**src/rtl/alu4bit_arbiter.sv**
```systemverilog
// Round-robin front end sharing one registered alu4bit between two requesters.
// Accepts an op, waits out the ALU latency, and returns the result with the requester id.
module alu4bit_arbiter #(
    parameter int unsigned ALU_LAT = 1,
    parameter int unsigned CNT_W   = 8
) (
    input  logic             clk,
    input  logic             rst_n,
    input  logic             req0_valid,
    output logic             req0_ready,
    input  logic [3:0]       req0_a,
    input  logic [3:0]       req0_b,
    input  logic [2:0]       req0_sel,
    input  logic             req1_valid,
    output logic             req1_ready,
    input  logic [3:0]       req1_a,
    input  logic [3:0]       req1_b,
    input  logic [2:0]       req1_sel,
    output logic             rsp_valid,
    input  logic             rsp_ready,
    output logic             rsp_id,
    output logic [3:0]       rsp_data,
    output logic [3:0]       alu_a,
    output logic [3:0]       alu_b,
    output logic [2:0]       alu_sel,
    input  logic [3:0]       alu_result,
    output logic             busy,
    output logic [CNT_W-1:0] op_count
);

    typedef enum logic [1:0] {StIdle, StWait, StResp} state_e;

    state_e           state_q, state_d;
    logic             last_grant_q;
    logic [2:0]       cnt_q;
    logic [3:0]       alu_a_q, alu_b_q;
    logic [2:0]       alu_sel_q;
    logic             rsp_id_q;
    logic [3:0]       rsp_data_q;
    logic [CNT_W-1:0] op_count_q;

    logic gnt_any;
    logic gnt_id;
    logic accept;

    // On contention the requester that did not win last time gets the grant.
    always_comb begin
        gnt_any = req0_valid | req1_valid;
        if (req0_valid && req1_valid) begin
            gnt_id = ~last_grant_q;
        end else begin
            gnt_id = ~req0_valid;
        end
        accept = (state_q == StIdle) && gnt_any;
    end

    always_ff @(posedge clk or negedge rst_n) begin
        if (!rst_n) begin
            state_q <= StIdle;
        end else begin
            state_q <= state_d;
        end
    end

    always_comb begin
        state_d = state_q;
        case (state_q)
            StIdle: if (accept) state_d = StWait;
            StWait: if (cnt_q == 3'd0) state_d = StResp;
            StResp: if (rsp_ready) state_d = StIdle;
            default: state_d = StIdle;
        endcase
    end

    // Ready is masked during reset so nothing appears accepted while rst_n is low.
    always_comb begin
        busy       = (state_q != StIdle);
        rsp_valid  = (state_q == StResp);
        req0_ready = rst_n && accept && !gnt_id;
        req1_ready = rst_n && accept && gnt_id;
    end

    always_ff @(posedge clk or negedge rst_n) begin
        if (!rst_n) begin
            last_grant_q <= 1'b1;
            cnt_q        <= 3'd0;
            alu_a_q      <= 4'd0;
            alu_b_q      <= 4'd0;
            alu_sel_q    <= 3'd0;
            rsp_id_q     <= 1'b0;
            rsp_data_q   <= 4'd0;
            op_count_q   <= '0;
        end else begin
            if (accept) begin
                alu_a_q      <= gnt_id ? req1_a : req0_a;
                alu_b_q      <= gnt_id ? req1_b : req0_b;
                alu_sel_q    <= gnt_id ? req1_sel : req0_sel;
                rsp_id_q     <= gnt_id;
                last_grant_q <= gnt_id;
                cnt_q        <= 3'(ALU_LAT);
            end
            if (state_q == StWait) begin
                if (cnt_q != 3'd0) begin
                    cnt_q <= cnt_q - 3'd1;
                end else begin
                    rsp_data_q <= alu_result;
                end
            end
            if (state_q == StResp && rsp_ready) begin
                op_count_q <= op_count_q + CNT_W'(1);
            end
        end
    end

    assign alu_a    = alu_a_q;
    assign alu_b    = alu_b_q;
    assign alu_sel  = alu_sel_q;
    assign rsp_id   = rsp_id_q;
    assign rsp_data = rsp_data_q;
    assign op_count = op_count_q;

endmodule

```
**config.mk**
```make
export PLATFORM = sky130hd
export DESIGN_NAME = alu4bit_arbiter
export DESIGN_NICKNAME = d
export VERILOG_FILES = /design/src/rtl/alu4bit_arbiter.sv
export SDC_FILE = /design/constraint.sdc
export NUM_CORES = 1
export LEC_CHECK = 0
export BUFFER_PORTS_ARGS = -buffer_cell sky130_fd_sc_hd__buf_2
export CORE_UTILIZATION = 48
export DETAILED_ROUTE_END_ITERATION = 8
export PLACE_DENSITY_LB_ADDON = 0.05
export SLEW_MARGIN = 20
export SYNTH_ARGS = -nofsm -noshare
export SYNTH_HDL_FRONTEND = slang
export SYNTH_SLANG_ARGS = --single-unit
export TNS_END_PERCENT = 5
```
**constraint.sdc**
```tcl
create_clock -name clk -period 1.8 [get_ports clk]
set_input_delay 0.27 -clock clk [delete_from_list [all_inputs] [get_ports clk]]
set_output_delay 0.27 -clock clk [all_outputs]
set_load 0.01 [all_outputs]
```
==> summary.md <==
| Metric | Value |
|---|---|
| Run status | `finished, violations left` |
| Failing checks | `DRC` |
| Ports | `59` |
| Period Utilization, post-route | `91.9%` |
| Skew-Pair Late Insertion Delay | `0.32 ns` |
| Share of cells above drive strength 1 | `42.4%` |
| Routing usage on met2 | `39.9%` |
| Worst EP arrival | `1.38 ns` |
| Final Util | `66.0%` |
| Area growth, synth to finish | `25.1%` |
| RSZ-0062 raised after global routing | `no` |
| Residual DRC count | `1` |
| Max-cap viol count | `0` |
| CTS Buffer Depth | `2` |
| Die Area | `3360 um^2` |
| Startpoint types | `flop` |
| Post-synth ARST share | `100%` |
| Gpl congestion | `0.752` |
| Cell Int Power | `1.75 mW` |
| Worst Path Required | `1.53 ns` |
| Met1 Resource Use GR | `24.1%` |
| DRT Wirelength | `3330 um` |
| Commonest cells after routing, fill and taps aside | `58 x buf_2, 29 x dfrtp_1, 16 x nand3_1` |
| Synth Flop Type | `dfrtp_1` |
| P per Cell Area | `1550 nW/um^2` |
| Worst R2R Start | `cnt_q[0]$_DFF_PN0_` |
| Switching share of power | `39.8%` |
| GRT Residual Overflow | `0` |
| Rel. slew slack | `71.8%` |
| Ys Warns | `0` |
| Clock share of power | `12.3%` |
| Total GRT Usage | `21.7%` |
| Buffers on Ports | `58` |
| Setup slack, reg-to-reg | `0.20 ns` |
| H-Tree Depth | `2` |
| Total CTS buffers | `5` |
| Worst-path cell chain | `nor2_4 > nand3_1 > nor3_1 > buf_2` |
| Min Tclk post-route | `1.65 ns` |
| Final setup violation count | `0` |
| Clock-pin slew on the worst setup and hold paths | `0.08 ns` |
| Reg-to-Reg End | `rsp_data[3]$_DFFE_PN0P_` |
| Global-route wire length before repair | `5350 um` |
| Number of synthesized register bits | `30` |
| Pleak | `0.925 nW` |
| FF-to-FF path depth | `5` |
| Slew Limit Fails | `0` |
| Buf+Inv Stages, Crit Path | `1` |
| Worst hold path type | `input pin to async pin` |
| DP Cell Count | `229` |
| Yosys cell types | `32` |
| Syn Nets | `177` |
| Max Fclk | `0.605 GHz` |
| Combinational group share of total power | `48.0%` |
| CTS Root Cell | `clkbuf_4` |
| CORE AREA | `2850 um^2` |
| Critical path type | `flop to output pin` |
| Setup ws final | `0.146 ns` |
| FP Rows | `19` |
| Most common cell after layout, fill and taps aside | `buf_2` |
| Layout Skew | `0.00876 ns` |
| Post-CTS setup buffers | `0` |
| Post-Syn Area | `1510 um^2` |
| Endpoint type of the worst setup path | `output pin` |
| CTS sink cnt | `30` |
| Die Ht | `58 um` |
| GR peak layer | `met2` |
| Post-route ant nets | `0` |
| Die Wd | `58 um` |
| Dpl ws | `0.203 ns` |
| 1st-iter DRT viols | `40` |
| Avg Inst Size Synth | `10.5 um^2` |
| Reg power frac | `39.7%` |
| Max incr delay on CP | `0.44 ns` |
| Seq/Total Area, Yosys | `50.0%` |
| Worst Path Max Fanout | `7` |
| CP max-delay cell | `dfrtp_1` |
| Iteration count of the initial detailed-routing pass | `8` |
| Antenna Cells | `0` |
| CTS tree | `yes` |
| Vias in the first global route | `1256` |
| Initial Util | `52.8%` |
| Final nets | `239` |
| Vias | `1302` |
| Post-route setup TNS | `0 ns` |
| Count of final hold-check violations | `0` |
| Largest net degree at the start of global routing | `31` |
| EDFF count, synth | `0` |
| Drt via density | `5.52` |
| Final Non-Filler Cells | `236` |
| Worst VDD drop | `0.902 mV` |
| Final HPWL DP | `2510 um` |
| Post-Syn Instances | `143` |
| Net Sw Power | `1.16 mW` |
| WL/cell | `14.1 um` |
| Cell family with the largest share of critical-path delay | `simple AND/OR/NAND/NOR gates` |
| GRT met3 Usage | `6.03%` |
| Initial antenna violation count | `0` |
| Slew @ Worst Pin | `0.421 ns` |
cell usage after synthesis (4+ instances only):
cell type  instances  area [um^2]
o21ai_0           11         55.1
a21oi_1           13         65.1
nor2_1             5         18.8
xor2_1             5         43.8
inv_1              7         26.3
a31oi_2            9          113
nand2_1            4         15.0
dfrtp_1           29          726
nand3_1           16         80.1
clkbuf_1           5         18.8
timing repair:
action / 4_1_cts / 5_1_grt
setup endpoints to repair: 2 / 2
gates resized for setup: 2 / 1
hold buffers: 0 / 0
metal layers:
metal	routed length [um]	up-vias
met5	0	-
met4	46	0
li1	-	629
met2	1780	41
met3	164	5
met1	1340	627
registers in the layout (all words and copies together) (netlist names):
signal        flops
alu_a             4
alu_sel           3
last_grant_q      1
state_q           2
op_count          8
alu_b             4
cnt_q             3
rsp_data          4
rsp_id            1
worst max-delay path by stage:
stage / start / to / slack [ns] / cells after the start
5_1_grt: state_q[1]$_DFFE_PN0P_ / req0_ready / 0.02 / 4
3_3_place_gp: cnt_q[0]$_DFF_PN0_ / rsp_data[2]$_DFFE_PN0P_ / 0.29 / 5
3_5_place_dp: cnt_q[0]$_DFF_PN0_ / rsp_data[3]$_DFFE_PN0P_ / 0.20 / 5
6_report: state_q[1]$_DFFE_PN0P_ / req0_ready / 0.15 / 4
2_1_floorplan: cnt_q[0]$_DFF_PN0_ / rsp_data[2]$_DFFE_PN0P_ / 0.36 / 5
4_1_cts: state_q[1]$_DFFE_PN0P_ / req0_ready / 0.05 / 4
power by group through the flow:
stage	Sequential [mW]	Combinational (mW)	Clock, mW
final	1.16	1.40	0.359
after global routing	1.18	1.55	0.399
after CTS	1.15	1.41	0.370
after detailed placement	1.15	1.41	0
after global placement	1.13	1.36	0
after floorplan	1.23	0.862	0
logic make-up (layout without fill, tap and decap cells):
kind of cell,count (synthesis),count (layout),synth area share [%]
flops,30,30,50.0
simple gates,40,40,14.2
fa+ha+maj,3,3,2.49
mux,6,6,4.41
compound gates,41,41,19.7
xor+xnor,7,7,4.07
buf+inv,16,78,5.15
final cells by class:
| cell class | instances | area (um^2) |
|---|---|---|
| inverters | 7 | 26.3 |
| multi-input cells | 97 | 686 |
| well taps | 31 | 38.8 |
| flip-flops and latches | 30 | 752 |
| clock buffers | 7 | 45.0 |
| fillers | 235 | 970 |
| repair buffers | 64 | 335 |
per-stage QoR:
step	power [mW]	area [um^2]	hold slack [ns]
3_5_place_dp	2.56	1830	0.361
5_1_grt	3.13	1880	0.0223
2_1_floorplan	2.09	1510	-0.0256
3_3_place_gp	2.49	1830	0.357
6_report	2.91	1880	0.00355
4_1_cts	2.93	1880	0.00679
No activity file was read; power rests on OpenSTA's default activity.
